[src/rtl/ps2_paddle_keys.sv]
// ---------------------------------------------------------------------------
// ps2_paddle_keys
//
// Purpose: decodes PS/2 set-2 scan-code bytes into four held-key flags for a
// two-player paddle game (W/S for player 1, Up/Down arrows for player 2).
// Make codes set a key, F0-prefixed break codes clear it, and E0 selects the
// extended key range. A partial sequence that stalls longer than TIMEOUT
// clock cycles is abandoned.
//
// Ports:
//   CLOCK_50          in   1   system clock, rising edge
//   reset             in   1   synchronous, active-high reset
//   received_data     in   8   byte from the PS/2 receiver
//   received_data_en  in   1   one-cycle strobe qualifying received_data
//   key_held          out  4   [0] W, [1] S, [2] Up, [3] Down
//   p1_up, p1_down    out  1   player 1 paddle command
//   p2_up, p2_down    out  1   player 2 paddle command
//   key_event         out  1   pulse when any key_held bit changes
//   last_code         out 10   {extended, break, code} of last full sequence
//   timeout           out  1   pulse when a partial sequence is abandoned
// ---------------------------------------------------------------------------
module ps2_paddle_keys #(
  parameter int TIMEOUT = 1000000
) (
  input  logic       CLOCK_50,
  input  logic       reset,
  input  logic [7:0] received_data,
  input  logic       received_data_en,
  output logic [3:0] key_held,
  output logic       p1_up,
  output logic       p1_down,
  output logic       p2_up,
  output logic       p2_down,
  output logic       key_event,
  output logic [9:0] last_code,
  output logic       timeout
);

  // A TIMEOUT of 1 would give a zero-width counter, so keep at least one bit.
  localparam int CW = (TIMEOUT > 1) ? $clog2(TIMEOUT) : 1;
  localparam logic [CW-1:0] CNT_LAST = CW'(TIMEOUT - 1);

  localparam logic [7:0] BYTE_BREAK = 8'hF0;
  localparam logic [7:0] BYTE_EXT   = 8'hE0;
  localparam logic [7:0] CODE_W     = 8'h1D;
  localparam logic [7:0] CODE_S     = 8'h1B;
  localparam logic [7:0] CODE_UP    = 8'h75;
  localparam logic [7:0] CODE_DOWN  = 8'h72;

  typedef enum logic [1:0] {
    IDLE,
    BRK,
    EXT,
    EXT_BRK
  } state_t;

  state_t          state;
  state_t          state_next;
  logic [CW-1:0]   count;
  logic [CW-1:0]   count_next;
  logic [3:0]      held_next;
  logic [9:0]      code_next;
  logic            timeout_next;

  // State register.
  always_ff @(posedge CLOCK_50) begin
    if (reset) begin
      state <= IDLE;
    end else begin
      state <= state_next;
    end
  end

  // Byte decoder. A received byte always takes priority over the timeout,
  // so a byte arriving on the very last allowed cycle is still decoded in
  // the current prefix context. Each non-prefix byte ends the sequence.
  always_comb begin
    state_next   = state;
    held_next    = key_held;
    code_next    = last_code;
    timeout_next = 1'b0;
    if (received_data_en) begin
      case (state)
        IDLE: begin
          if (received_data == BYTE_BREAK) begin
            state_next = BRK;
          end else if (received_data == BYTE_EXT) begin
            state_next = EXT;
          end else begin
            code_next = {2'b00, received_data};
            if (received_data == CODE_W) held_next[0] = 1'b1;
            if (received_data == CODE_S) held_next[1] = 1'b1;
          end
        end
        BRK: begin
          if (received_data == BYTE_BREAK) begin
            state_next = BRK;
          end else if (received_data == BYTE_EXT) begin
            state_next = EXT_BRK;
          end else begin
            state_next = IDLE;
            code_next  = {2'b01, received_data};
            if (received_data == CODE_W) held_next[0] = 1'b0;
            if (received_data == CODE_S) held_next[1] = 1'b0;
          end
        end
        EXT: begin
          if (received_data == BYTE_BREAK) begin
            state_next = EXT_BRK;
          end else if (received_data == BYTE_EXT) begin
            state_next = EXT;
          end else begin
            state_next = IDLE;
            code_next  = {2'b10, received_data};
            if (received_data == CODE_UP)   held_next[2] = 1'b1;
            if (received_data == CODE_DOWN) held_next[3] = 1'b1;
          end
        end
        default: begin
          if ((received_data == BYTE_BREAK) || (received_data == BYTE_EXT)) begin
            state_next = EXT_BRK;
          end else begin
            state_next = IDLE;
            code_next  = {2'b11, received_data};
            if (received_data == CODE_UP)   held_next[2] = 1'b0;
            if (received_data == CODE_DOWN) held_next[3] = 1'b0;
          end
        end
      endcase
    end else if ((state != IDLE) && (count == CNT_LAST)) begin
      state_next   = IDLE;
      timeout_next = 1'b1;
    end
  end

  // Inter-byte counter: cleared by every byte and while idle, and held at
  // its last value rather than wrapping.
  always_comb begin
    count_next = count;
    if (received_data_en || (state == IDLE)) begin
      count_next = '0;
    end else if (count != CNT_LAST) begin
      count_next = count + CW'(1);
    end
  end

  // Output registers. Paddle commands are derived from the next key state so
  // they change on the same edge as key_held; opposing keys cancel out.
  always_ff @(posedge CLOCK_50) begin
    if (reset) begin
      count     <= '0;
      key_held  <= '0;
      p1_up     <= 1'b0;
      p1_down   <= 1'b0;
      p2_up     <= 1'b0;
      p2_down   <= 1'b0;
      key_event <= 1'b0;
      last_code <= '0;
      timeout   <= 1'b0;
    end else begin
      count     <= count_next;
      key_held  <= held_next;
      p1_up     <= held_next[0] & ~held_next[1];
      p1_down   <= held_next[1] & ~held_next[0];
      p2_up     <= held_next[2] & ~held_next[3];
      p2_down   <= held_next[3] & ~held_next[2];
      key_event <= (held_next != key_held);
      last_code <= code_next;
      timeout   <= timeout_next;
    end
  end

endmodule

[config.mk]
export PLATFORM = sky130hd
export DESIGN_NAME = ps2_paddle_keys
export DESIGN_NICKNAME = d
export VERILOG_FILES = /design/src/rtl/ps2_paddle_keys.sv
export SDC_FILE = /design/constraint.sdc
export NUM_CORES = 1
export LEC_CHECK = 0
export ABC_AREA = 1
export BUFFER_PORTS_ARGS = -buffer_cell sky130_fd_sc_hd__buf_2
export CORE_MARGIN = 1
export CORE_UTILIZATION = 50
export DETAILED_ROUTE_END_ITERATION = 7
export GPL_TIMING_DRIVEN = 0
export PLACE_DENSITY = 0.68
export SLEW_MARGIN = 20
export SYNTH_ARGS = -nofsm -noshare
export SYNTH_HDL_FRONTEND = slang
export SYNTH_SLANG_ARGS = --single-unit
[constraint.sdc]
create_clock -name CLOCK_50 -period 2.25 [get_ports CLOCK_50]
set_input_delay 0 -clock CLOCK_50 [delete_from_list [all_inputs] [get_ports CLOCK_50]]
set_output_delay 0 -clock CLOCK_50 [all_outputs]
set_load 0.03 [all_outputs]
**After elaboration in Yosys (flattened, before gate mapping)**

Cells that the tools add are included.

- Memories kept: 0
- Output and inout port bits: 20
- Latch bits: 0
- ROM bits: 0
- Memory bits (writable): 0
- Logic and storage cells: 86
- Bits in registers: 42

- Reduce and logical (&&, ||, !) cells: 11
- Equal/unequal tests: 19
- Add/subtract/negate cells: 1
- Multipliers: 0
- Order comparisons: 0
- Div/mod/pow operators: 0
- Bitwise gates (word level): 8
- Mux-type cells: 37
- Shift-type cells: 0

Operator list:

| kind | count |
|---|---|
| $mux W10 | 7 |
| $mux W2 | 16 |
| $pmux W10 S3 | 1 |
| $add A20 B1 Y20 const B | 1 |
| $eq A20 B20 Y1 const B | 1 |
| $ne A20 B20 Y1 const B | 1 |
| $eq A8 B5 Y1 const B | 2 |
| $eq A8 B7 Y1 const B | 2 |
| $eq A8 B8 Y1 const B | 2 |
| $ne A2 B2 Y1 const B | 6 |
| $mux W1 | 9 |
| $pmux W2 S2 | 2 |
| $reduce_and A8 Y1 | 1 |
| $pmux W2 S3 | 1 |
| $reduce_or A2 Y1 | 3 |
| $and A1 B1 Y1 | 4 |
| $mux W4 | 1 |
| $ne A4 B1 Y1 const B | 1 |
| $ne A4 B4 Y1 | 1 |
| $ne A4 B4 Y1 const B | 1 |
| $not A1 Y1 | 4 |
| $reduce_bool A2 Y1 | 2 |
| $eq A2 B1 Y1 const B | 1 |
| $eq A2 B2 Y1 const B | 1 |
| other kinds (4) | 5 |

**Depth between registers and ports, before layout**

Gate-level depths: netlist of run 1.

- Word-level depth: 8
- Depth in mapped cells: 12
- Gate-level depth less buffers: 12

**Worst setup path after synthesis of run 1**

No wires, ideal clock.

- Path type: register to register
- Start point: register state[0]
- End point: register count[13]
- Path slack: 653 ps
- Stages on the path, launching flop included: 9
- Data arrival time: 1,539 ps
- Path through: dfxtp_1 inv_1 ha_1 buf_2 nor3_4 inv_2 clkbuf_1 nor2_1 o21a_1

- Longest elaborated chain between the ends: 3

Ends and longest elaborated chain:

| element | line | RTL |
|---|---|---|
| start: declaration | 57 | `state_t state;` |
| start signal: assignment | 70 | `state <= state_next;` |
| $logic_not A2 Y1 | 140 | `if (received_data_en \|\| (state == IDLE)) begin` |
| $logic_or A1 B1 Y1 | 140 |  |
| $reduce_or A2 Y1 (no line) | - |  |
| end signal: assignment | 161 | `count <= count_next;` |
| end: declaration | 59 | `logic [CW-1:0] count;` |

Every way passes these cells.
A chain may end at the register's enable or synchronous reset.

**Worst setup path after layout of run 1**

- Start point: register state[1]
- End point: register count[13]

The elaborated chain is that of the path after synthesis.

==> results of run 1 <==
cell type report:
class                           count  share of cell area
Buffer                              5             0.00830
Clock buffer                        7              0.0298
Clock inverter                      1              0.0117
Inverter                           44              0.0645
Multi-Input combinational cell    242               0.467
Sequential cell                    42               0.328
Tap cell                           50              0.0244
Timing Repair Buffer               32              0.0664
state kept, by name (all words and copies together), names as in the netlist:
signal	count
timeout	1
key_event	1
count	20
p2_up	1
p1_up	1
last_code	10
key_held	4
state	2
p1_down	1
p2_down	1
metrics by stage:
| stage | util | total power, mW | setup WS, ns | hold WS, ns |
|---|---|---|---|---|
| after floorplan | - | 0.867 | 0.653 | 0.0776 |
| after global placement | 0.588 | 0.907 | 0.312 | 0.296 |
| after detailed placement | 0.588 | 0.909 | 0.317 | 0.304 |
| after CTS | 0.618 | 1.50 | 0.286 | 0.0103 |
| after global routing | 0.618 | 1.55 | 0.110 | 0.0283 |
| final | 0.618 | 1.48 | 0.292 | 0.0179 |
cell usage in the layout (no fill, tap or decap), types with 3 or more instances in the layout:
cell type / count
ha_1: 5
inv_2: 7
nor2_2: 3
dfxtp_1: 42
nand2_2: 3
nand3_1: 29
nor2_1: 53
inv_1: 37
a21oi_1: 21
buf_2: 32
clkbuf_1: 5
o21ai_0: 12
clkbuf_8: 5
nand2_1: 74
nor3_1: 11
nor2_4: 3
nand4_1: 8
worst max-delay path: stages (launching register included):
cell and delay (ns):
dfxtp_1 0.43, inv_1 0.09, ha_1 0.20, buf_2 0.19
nor3_4 0.42, inv_2 0.06, clkbuf_1 0.25, nor2_1 0.16
o21a_1 0.12
power by group through the flow:
stage / combinational (mW) / sequential, mW / clock, mW
final: 0.129 / 0.765 / 0.587
after global routing: 0.145 / 0.768 / 0.633
after CTS: 0.129 / 0.765 / 0.607
after detailed placement: 0.126 / 0.782 / 0
after global placement: 0.125 / 0.782 / 0
after floorplan: 0.0548 / 0.812 / 0
layer usage:
layer / up-vias / GRT usage / share of wire
met3: 2 / 0.0493 / 0.029
met1: 920 / 0.310 / 0.52
met5: - / 0 / 0
met4: 0 / 0.0859 / 0.0037
met2: 29 / 0.346 / 0.44
li1: 1151 / - / -
kinds of logic after synthesis:
family,Yosys count
buf+inv,49
fa+ha+maj,5
xor+xnor,2
compound gates,38
flops,42
simple gates,197
final timing paths:
check	start	endpoint	slack (ns)
min reg2reg	last_code[0]$_SDFFE_PP0P_	last_code[0]$_SDFFE_PP0P_	0.46
max reg2reg	state[1]$_SDFFE_PP0P_	count[13]$_SDFFE_PP0P_	0.29
min	received_data[0]	last_code[0]$_SDFFE_PP0P_	0.02
max	state[1]$_SDFFE_PP0P_	count[13]$_SDFFE_PP0P_	0.29
timing repair:
item                      in CTS  in global routing
hold buffers                   2                  0
hold endpoints to repair       4                  0
resized for setup              0                  0
Yosys cell counts (2+ instances only):
cell	instances
nand3b_1	2
ha_1	5
nand2_1	74
nand3_2	2
nor2_1	53
buf_2	2
or2_0	2
inv_2	7
o21ai_0	12
nor2_4	3
nor2_2	3
clkbuf_1	3
inv_1	37
a21oi_1	21
o21ai_1	2
or2_2	2
nand4_1	8
nand2_2	3
dfxtp_1	42
a31oi_1	2
nand3_1	29
nor3_1	11
==> results.sh, run 1 <==
export IMPL_floorplan_initialDensity=0.537
export IMPL_synth_top_area_share=0.378
export IMPL_area_growth_synth_to_final_pct=15.3
export IMPL_synth_lib_cells_used_distinct=30
export IMPL_grt_use_total=0.227
export IMPL_worst_setup_path_type="reg -> reg"
export IMPL_regArea_um2=841
export IMPL_clock_skew_ns=0.00495
export IMPL_power_density_nw_per_um2=578
export IMPL_synth_xor_area_frac=0.00788
export IMPL_worst_slew_pin_slew_ns=0.470
export IMPL_post_cts_clock_slew_at_the_launch_and_capture_registers_of_the_worst_setup_and_hold_paths_ns=0.08
export IMPL_cts_htree_levels=2
export IMPL_route_antenna_remaining_nets=0
export IMPL_dominant_combinational_cell_family_by_area_after_synthesis="simple AND/OR/NAND/NOR gates"
export IMPL_static_leakage_power_nw=1.06
export IMPL_synth_area_leaders="dfxtp_1 38%, nand2_1 12%, nor2_1 8.9%"
export IMPL_detailedRoute_firstPassIterationCount=4
export IMPL_cts_buffers_inserted=5
export IMPL_synth_area_per_cell_um2=6.68
export IMPL_design_core_area_um2=4140
export IMPL_synth_enable_flop_cells=0
export IMPL_yosys_warnings=0
export IMPL_comb_power_share=0.087
export IMPL_ios=31
export IMPL_tritoncts_clock_tree="built"
export IMPL_placedCellCount=413
export IMPL_root_buffer="clkbuf_8"
export IMPL_first_global_vias=1844
export IMPL_drv_cap=0
export IMPL_setup_worst_path_end_class="flop"
export IMPL_min_period_over_period=0.870
export IMPL_maxSlewHeadroom=0.687
export IMPL_layout_cell_share_with_drive_strength_beyond_1=0.166
export IMPL_power_switching_mw=0.350
export IMPL_grt_ovfl_total=0
export IMPL_ff2ff_path_depth=8
export IMPL_grt_antenna_before_repair=0
export IMPL_critPathRequiredTime_ns=2.49
export IMPL_worst_path_arrival_time_ns=2.20
export IMPL_worstSkewPairLatency_ns=0.29
export IMPL_synthArstFlopShare=0
export IMPL_seq_area_frac_synth=0.378
export IMPL_sequential_group_share_of_total_power=0.516
export IMPL_worstSetupStartpointType="flop"
export IMPL_instances_no_fill=423
export IMPL_netlist_instances=333
export IMPL_num_nets_final=388
export IMPL_drt_iter0_markers=110
export IMPL_post_synth_and_or_nand_nor_area_fraction=0.414
export IMPL_report_final_hold_viol_count=0
export IMPL_layout_filler_cells=434
export IMPL_drt_total_wl_um=4580
export IMPL_max_clock_path_buffers=2
export IMPL_postCtsSetupRepairBufs=0
export IMPL_yosys_register_bits=42
export IMPL_layout_cell_area_non_filler_um2=2560
export IMPL_complex_gate_fraction_of_the_synthesized_area=0.0878
export IMPL_avgRoutedWirePerCell_um=10.8
export IMPL_power_internal_mw=1.13
export IMPL_maxClockFrequency_mhz=511
export IMPL_die_y_um=68.7
export IMPL_finalCriticalPeriod_ns=1.96
export IMPL_finalWeightedCongestion=0.855
export IMPL_cts_sinks=42
export IMPL_die_w_um=68.7
export IMPL_synth_area_leader_cell="dfxtp_1"
export IMPL_synthesized_nets=349
export IMPL_finalSetupViolCount=0
export IMPL_post_drt_via_cell_ratio=4.97
export IMPL_grt_first_pass_wirelength_um=7960
export IMPL_synth_adder_area_share=0.0281
export IMPL_clock_power_share=0.397
export IMPL_final_setup_tns_ns=0
export IMPL_dieArea_um2=4720
export IMPL_vias=2102
export IMPL_slew_viol_final=0
export IMPL_num_antenna_cells=0
export IMPL_synthesis_area_um2=2220
export IMPL_placed_area_um2=2440
export IMPL_placement_io_buffers=30
export IMPL_irDropWorstVdd_uv=432
export IMPL_grt_setup_unrepaired="false"
export IMPL_switching_share_of_power=0.237
export IMPL_synth_main_ff_cell="dfxtp_1"
export IMPL_worstHoldPathCells=3
export IMPL_yosys_mux_area_fraction=0
export IMPL_route_detailed_drc=0
export IMPL_run_status="finished, final reports clean"
export IMPL_type_of_the_worst_min_delay_path="in -> reg"
export IMPL_dp_final_hpwl_um=3470
export IMPL_crit_fanout=10
export IMPL_placementRows=23
export IMPL_largest_net_degree_at_the_start_of_global_routing=13
export IMPL_multi_input_comb_area_um2=1200
Power figures use the tool's default switching activity.
==> run 2, diff against run 1 <==
--- a/config.mk
+++ b/config.mk
@@ -7,12 +7,15 @@
 export LEC_CHECK = 0
 export ABC_AREA = 1
 export BUFFER_PORTS_ARGS = -buffer_cell sky130_fd_sc_hd__buf_2
+export CELL_PAD_IN_SITES_DETAIL_PLACEMENT = 0
+export CELL_PAD_IN_SITES_GLOBAL_PLACEMENT = 2
 export CORE_MARGIN = 1
-export CORE_UTILIZATION = 50
+export CORE_UTILIZATION = 31
 export DETAILED_ROUTE_END_ITERATION = 7
 export GPL_TIMING_DRIVEN = 0
-export PLACE_DENSITY = 0.68
+export PLACE_DENSITY = 0.76
 export SLEW_MARGIN = 20
 export SYNTH_ARGS = -nofsm -noshare
 export SYNTH_HDL_FRONTEND = slang
 export SYNTH_SLANG_ARGS = --single-unit
+export TNS_END_PERCENT = 1
==> run 2 against run 1 <==
Net effect:
- largest cell class unchanged
- flip-flop and latch count unchanged
- sequential share of layout area is 0.71 points lower
- first-iteration DRC count shrank 52%
- power down 3.8%
- non-clock buffer count increased by 1
- die area up 59%
==> results.sh, run 2 (synthesized netlist as in run 1, its figures left out) <==
export IMPL_die_y_um=86.7
export IMPL_pre_cts_slack_ns=0.205
export IMPL_maxSlewHeadroom=0.645
export IMPL_finalCriticalPeriod_ns=2.02
export IMPL_largest_registers_ranked_by_flip_flop_count="count (20), last_code (10), key_held (4)"
export IMPL_design_core_area_um2=6870
export IMPL_worst_setup_path_type="reg -> reg"
export IMPL_final_common_cell="nand2_1"
export IMPL_root_buffer="clkbuf_8"
export IMPL_first_global_vias=1982
export IMPL_grt_setup_unrepaired="false"
export IMPL_route_antenna_remaining_nets=0
export IMPL_layout_filler_cells=781
export IMPL_post_cts_clock_slew_at_the_launch_and_capture_registers_of_the_worst_setup_and_hold_paths_ns=0.09
export IMPL_flip_flop_count_of_the_largest_register_after_layout=20
export IMPL_grt_antenna_before_repair=0
export IMPL_placed_area_um2=2490
export IMPL_worst_r2r_endpoint="count[13]$_SDFFE_PP0P_"
export IMPL_route_detailed_drc=0
export IMPL_worst_slew_pin_slew_ns=0.532
export IMPL_fin_hold_ws_ns=0.0273
export IMPL_postLayoutCoreUtil=0.381
export IMPL_static_leakage_power_nw=1.06
export IMPL_regToRegStartpoint="state[1]$_SDFFE_PP0P_"
export IMPL_area_growth_synth_to_final_pct=17.8
export IMPL_cts_sinks=42
export IMPL_crit_fanout=10
export IMPL_detailedRoute_firstPassIterationCount=4
export IMPL_min_to="last_code[0]$_SDFFE_PP0P_"
export IMPL_finalWeightedCongestion=0.763
export IMPL_hold_start="received_data_en"
export IMPL_vias=2139
export IMPL_tritoncts_clock_tree="built"
export IMPL_final_setup_tns_ns=0
export IMPL_dp_final_hpwl_um=4010
export IMPL_slew_viol_final=0
export IMPL_worstSetupStartpointType="flop"
export IMPL_num_nets_final=389
export IMPL_post_drt_via_cell_ratio=4.55
export IMPL_placement_io_buffers=30
export IMPL_registers_top_by_ff_count="count"
export IMPL_irDropWorstVdd_uv=193
export IMPL_worstSkewPairLatency_ns=0.30
export IMPL_type_of_the_worst_min_delay_path="in -> reg"
export IMPL_ff2ff_path_depth=8
export IMPL_maxClockFrequency_mhz=496
export IMPL_largest_net_degree_at_the_start_of_global_routing=14
export IMPL_floorplan_initialDensity=0.324
export IMPL_setup_worst_path_end_class="flop"
export IMPL_ios=31
export IMPL_mostFrequentLayoutCells="74 x nand2_1, 53 x nor2_1, 42 x dfxtp_1"
export IMPL_grt_first_pass_wirelength_um=9030
export IMPL_num_antenna_cells=0
export IMPL_placementRows=30
export IMPL_setup_slack_on_the_worst_flop_to_flop_path_ns=0.23
export IMPL_layout_setup_ws_ns=0.234
export IMPL_run_status="finished, final reports clean"
export IMPL_grt_use_total=0.155
export IMPL_drv_cap=0
export IMPL_cts_htree_levels=2
export IMPL_dieArea_um2=7520
export IMPL_drt_iter0_markers=53
export IMPL_worstHoldPathCells=3
export IMPL_report_final_hold_viol_count=0
export IMPL_die_w_um=86.7
export IMPL_grt_ovfl_total=0
export IMPL_critPathRequiredTime_ns=2.50
export IMPL_worst_path_arrival_time_ns=2.27
export IMPL_min_period_over_period=0.896
export IMPL_layout_cell_area_non_filler_um2=2620
export IMPL_avgRoutedWirePerCell_um=11.1
export IMPL_finalSetupViolCount=0
export IMPL_cts_buffers_inserted=5
export IMPL_clock_skew_ns=0.00559
export IMPL_power_density_nw_per_um2=544
export IMPL_postCtsSetupRepairBufs=0
export IMPL_cts_resized_gates=0
export IMPL_layout_cell_share_with_drive_strength_beyond_1=0.171
export IMPL_max_clock_path_buffers=2
export IMPL_drt_total_wl_um=5210
==> run 2: cell types whose count changed in the layout (fill, tap and decap cells not counted) <==
cell	delta
clkinvlp_4	+1
bufinv_16	-1
clkbuf_8	+1
dlygate4sd3_1	+1
clkbuf_1	-2
clkinv_2	+1
==> run 2: worst max-delay path by stage <==
stage,end,startpoint,slack [ns],cells after the start
6_report,count[13]$_SDFFE_PP0P_,state[1]$_SDFFE_PP0P_,0.23,8
5_1_grt,count[9]$_SDFFE_PP0P_,state[1]$_SDFFE_PP0P_,0.04,7
4_1_cts,count[13]$_SDFFE_PP0P_,state[1]$_SDFFE_PP0P_,0.17,8
3_5_place_dp,count[13]$_SDFFE_PP0P_,state[1]$_SDFFE_PP0P_,0.21,8
3_3_place_gp,count[13]$_SDFFE_PP0P_,state[1]$_SDFFE_PP0P_,0.23,8
2_1_floorplan,count[13]$_SDFFE_PP0P_,state[0]$_SDFFE_PP0P_,0.65,8
==> run 2: per-layer routing <==
layer,global-route usage,wire [um],part of all wire,up-vias
met4,0.0500,74,0.014,0
met1,0.189,2460,0.47,957
li1,-,-,-,1144
met5,0,0,0,-
met3,0.0371,192,0.037,7
met2,0.269,2480,0.48,31
==> run 2: timing repair <==
| item | 4_1_cts | 5_1_grt |
|---|---|---|
| hold endpoints to repair | 5 | 0 |
| hold buffers | 3 | 0 |
| setup endpoints to repair | 0 | 0 |
==> run 2: worst max-delay path: stages, from the launching register on <==
cell and delay [ns]:
dfxtp_1 0.42, inv_1 0.09, ha_1 0.19, buf_2 0.19
nor3_4 0.45, inv_2 0.07, clkbuf_1 0.27, nor2_1 0.16
o21a_1 0.12
==> run 2: cell type report <==
cell class                      instances  area (um2)  area share
Inverter                               44         165      0.0631
Clock buffer                            6        82.6      0.0315
Multi-Input combinational cell        242        1200       0.457
Buffer                                  5        21.3     0.00812
Tap cell                               96         120      0.0459
Clock inverter                          2        12.5     0.00478
Timing Repair Buffer                   33         180      0.0688
Sequential cell                        42         841       0.321
==> run 2: power by group <==
part           internal, mW  switching [mW]
clock network         0.247           0.283
registers             0.758         0.00703
logic                0.0417          0.0891
total                  1.05           0.379
==> run 2: per-stage QoR <==
stage | cells | total power, mW
floorplan | 333 | 0.867
global placement | 459 | 0.912
detailed placement | 459 | 0.911
CTS | 470 | 1.45
global route | 470 | 1.50
finish | 470 | 1.43
==> run 3, diff against run 2 <==
--- a/config.mk
+++ b/config.mk
@@ -5,15 +5,15 @@
 export SDC_FILE = /design/constraint.sdc
 export NUM_CORES = 1
 export LEC_CHECK = 0
-export ABC_AREA = 1
+export ABC_AREA = 0
 export BUFFER_PORTS_ARGS = -buffer_cell sky130_fd_sc_hd__buf_2
 export CELL_PAD_IN_SITES_DETAIL_PLACEMENT = 0
 export CELL_PAD_IN_SITES_GLOBAL_PLACEMENT = 2
 export CORE_MARGIN = 1
-export CORE_UTILIZATION = 31
+export CORE_UTILIZATION = 34
 export DETAILED_ROUTE_END_ITERATION = 7
 export GPL_TIMING_DRIVEN = 0
-export PLACE_DENSITY = 0.76
+export PLACE_DENSITY = 0.75
 export SLEW_MARGIN = 20
 export SYNTH_ARGS = -nofsm -noshare
 export SYNTH_HDL_FRONTEND = slang
==> run 3 against run 2 <==
Net effect:
- synthesized area is 2.5% lower
- via count is 6.9% lower
- die area is 11% lower
- maximum frequency is 0.92% lower
- core utilization is 4.5 points higher
- design area is 1.8% lower
- largest power group unchanged
- power is 4.6% higher
- worst hold slack worse by 0.011 ns
- sequential share of layout area is 0.59 points higher
- cell count is 22% lower
==> results.sh, run 3 <==
export IMPL_floorplan_initialDensity=0.360
export IMPL_grt_first_pass_wirelength_um=9010
export IMPL_regArea_um2=841
export IMPL_layout_filler_cells=627
export IMPL_slew_viol_final=0
export IMPL_worst_r2r_endpoint="count[4]$_SDFFE_PP0P_"
export IMPL_cts_buffers_inserted=5
export IMPL_die_y_um=81.8
export IMPL_irDropWorstVdd_uv=251
export IMPL_static_leakage_power_nw=0.936
export IMPL_postCtsSetupRepairBufs=0
export IMPL_final_setup_tns_ns=0
export IMPL_layout_cell_share_with_drive_strength_beyond_1=0.168
export IMPL_hold_start="received_data[2]"
export IMPL_mostFrequentLayoutCells="42 x dfxtp_1, 33 x buf_2, 22 x nor2_1"
export IMPL_drt_iter0_markers=78
export IMPL_num_nets_final=307
export IMPL_regToRegStartpoint="state[1]$_SDFFE_PP0P_"
export IMPL_cts_sinks=42
export IMPL_clock_power_share=0.418
export IMPL_registers_top_by_ff_count="count"
export IMPL_multi_input_comb_area_um2=1260
export IMPL_report_final_hold_viol_count=0
export IMPL_avgRoutedWirePerCell_um=15.1
export IMPL_power_density_nw_per_um2=580
export IMPL_num_antenna_cells=0
export IMPL_sequential_group_share_of_total_power=0.509
export IMPL_post_cts_clock_slew_at_the_launch_and_capture_registers_of_the_worst_setup_and_hold_paths_ns=0.09
export IMPL_largest_registers_ranked_by_flip_flop_count="count (20), last_code (10), key_held (4)"
export IMPL_vias=1991
export IMPL_power_internal_mw=1.15
export IMPL_synth_area_leaders="dfxtp_1 39%, nor2_1 3.8%, mux2i_1 3.7%"
export IMPL_placement_io_buffers=30
export IMPL_pre_cts_slack_ns=0.155
export IMPL_ff2ff_path_depth=6
export IMPL_crit_fanout=10
export IMPL_synth_area_leader_cell="dfxtp_1"
export IMPL_tritoncts_clock_tree="built"
export IMPL_min_to="last_code[2]$_SDFFE_PP0P_"
export IMPL_worstSetupStartpointType="flop"
export IMPL_synth_top_area_share=0.388
export IMPL_largest_net_degree_at_the_start_of_global_routing=13
export IMPL_max_clock_path_buffers=2
export IMPL_synthArstFlopShare=0
export IMPL_grt_antenna_before_repair=0
export IMPL_dieArea_um2=6700
export IMPL_synth_enable_flop_cells=0
export IMPL_drt_total_wl_um=5530
export IMPL_seq_area_frac_synth=0.388
export IMPL_clock_skew_ns=0.0119
export IMPL_synth_area_per_cell_um2=8.67
export IMPL_worstHoldPathCells=3
export IMPL_yosys_warnings=0
export IMPL_final_common_cell="dfxtp_1"
export IMPL_maxClockFrequency_mhz=491
export IMPL_detailedRoute_firstPassIterationCount=4
export IMPL_total_power_mw=1.49
export IMPL_flip_flop_count_of_the_largest_register_after_layout=20
export IMPL_run_status="finished, final reports clean"
export IMPL_synthesis_area_um2=2170
export IMPL_power_switching_mw=0.339
export IMPL_synthesized_nets=266
export IMPL_yosys_register_bits=42
export IMPL_yosysMostFrequentCell="dfxtp_1"
export IMPL_maxSlewHeadroom=0.535
export IMPL_route_antenna_remaining_nets=0
export IMPL_first_global_vias=1744
export IMPL_route_detailed_drc=0
export IMPL_dp_final_hpwl_um=4060
export IMPL_setup_worst_path_end_class="flop"
export IMPL_die_w_um=81.8
export IMPL_critPathRequiredTime_ns=2.48
export IMPL_worst_path_arrival_time_ns=2.27
export IMPL_cts_htree_levels=2
export IMPL_netlist_instances=250
export IMPL_design_core_area_um2=6030
export IMPL_grt_setup_unrepaired="false"
export IMPL_finalSetupViolCount=0
export IMPL_worst_setup_path_type="reg -> reg"
export IMPL_area_growth_synth_to_final_pct=18.6
export IMPL_synth_cells_most_frequent="42 x dfxtp_1, 22 x nor2_1, 17 x nand2_1, 12 x a21oi_1"
export IMPL_worstSkewPairLatency_ns=0.30
export IMPL_grt_ovfl_total=0
export IMPL_comb_power_share=0.073
export IMPL_placementRows=28
export IMPL_grt_use_total=0.178
export IMPL_finalCriticalPeriod_ns=2.04
export IMPL_root_buffer="clkbuf_8"
export IMPL_switching_share_of_power=0.227
export IMPL_synth_main_ff_cell="dfxtp_1"
export IMPL_setup_slack_on_the_worst_flop_to_flop_path_ns=0.21
export IMPL_worst_slew_pin_slew_ns=0.688
export IMPL_drv_cap=0
export IMPL_synth_lib_cells_used_distinct=48
export IMPL_post_drt_via_cell_ratio=5.44
export IMPL_ios=31
export IMPL_layout_setup_ws_ns=0.215
export IMPL_min_period_over_period=0.905
export IMPL_finalWeightedCongestion=0.762
export IMPL_type_of_the_worst_min_delay_path="in -> reg"
run 3: changes by cell type after synthesis, sizes merged, moves of 8 or more:
cell,previous run,this run
a21oi,21,12
inv,44,5
mux2i,0,8
nand2,77,17
nand3,31,11
nor2,59,22
run 3: power groups by stage:
stage	Clock, mW	Combinational (mW)	Sequential, mW
final	0.623	0.110	0.758
after global routing	0.667	0.120	0.760
after CTS	0.636	0.110	0.758
after detailed placement	0	0.105	0.776
after global placement	0	0.105	0.776
after floorplan	0	0.0460	0.797
run 3: worst max-delay path, stage by stage (launching register included):
cell	delay, ns
dfxtp_1	0.47
inv_1	0.12
ha_1	0.24
or3_1	0.39
clkbuf_1	0.27
a2111o_1	0.41
o21ai_0	0.07
run 3: cells by family after synthesis:
| logic type | after synthesis | synth area share |
|---|---|---|
| compound gates | 46 | 0.140 |
| flops | 42 | 0.388 |
| buf+inv | 15 | 0.0312 |
| simple gates | 125 | 0.337 |
| fa+ha+maj | 5 | 0.0289 |
| mux | 10 | 0.0473 |
| xor+xnor | 7 | 0.0283 |
run 3: layout make-up:
cell class                      count  share of cell area
Timing Repair Buffer               34              0.0740
Clock buffer                        6              0.0321
Inverter                            5             0.00730
Clock inverter                      1              0.0117
Tap cell                           75              0.0365
Sequential cell                    42               0.327
Multi-Input combinational cell    193               0.492
Buffer                             10              0.0195
run 3: repair_timing:
action / in CTS / in global routing
resized for setup: 0 / 2
endpoints found under the setup margin: 0 / 15
hold buffers: 4 / 0
endpoints found under the hold margin: 4 / 0
run 3: worst max-delay path by stage:
stage,slack (ns),end,startpoint,cells past startpoint
after floorplan,0.51,last_code[8]$_SDFFE_PP0P_,state[1]$_SDFFE_PP0P_,8
after global placement,0.12,last_code[8]$_SDFFE_PP0P_,state[1]$_SDFFE_PP0P_,8
after detailed placement,0.15,count[19]$_SDFFE_PP0P_,state[1]$_SDFFE_PP0P_,6
after CTS,0.12,last_code[8]$_SDFFE_PP0P_,state[1]$_SDFFE_PP0P_,8
after global routing,0.004,count[18]$_SDFFE_PP0P_,state[1]$_SDFFE_PP0P_,6
final,0.21,count[4]$_SDFFE_PP0P_,state[1]$_SDFFE_PP0P_,6
run 3: per-stage QoR:
step,instances,util,hold WS (ns),instance area (um2)
3_5_place_dp,355,0.400,0.227,2410
6_report,366,0.427,0.0159,2570
5_1_grt,366,0.427,0.0440,2570
2_1_floorplan,250,-,0.0874,2170
4_1_cts,366,0.425,0.00964,2560
3_3_place_gp,355,0.400,0.227,2410
run 3: metal layers:
| metal | vias up | global-route usage | part of all wire |
|---|---|---|---|
| met4 | 0 | 0.0474 | 0.010 |
| met5 | - | 0 | 0 |
| met3 | 6 | 0.0389 | 0.036 |
| met2 | 39 | 0.222 | 0.37 |
| met1 | 922 | 0.290 | 0.58 |
| li1 | 1024 | - | - |
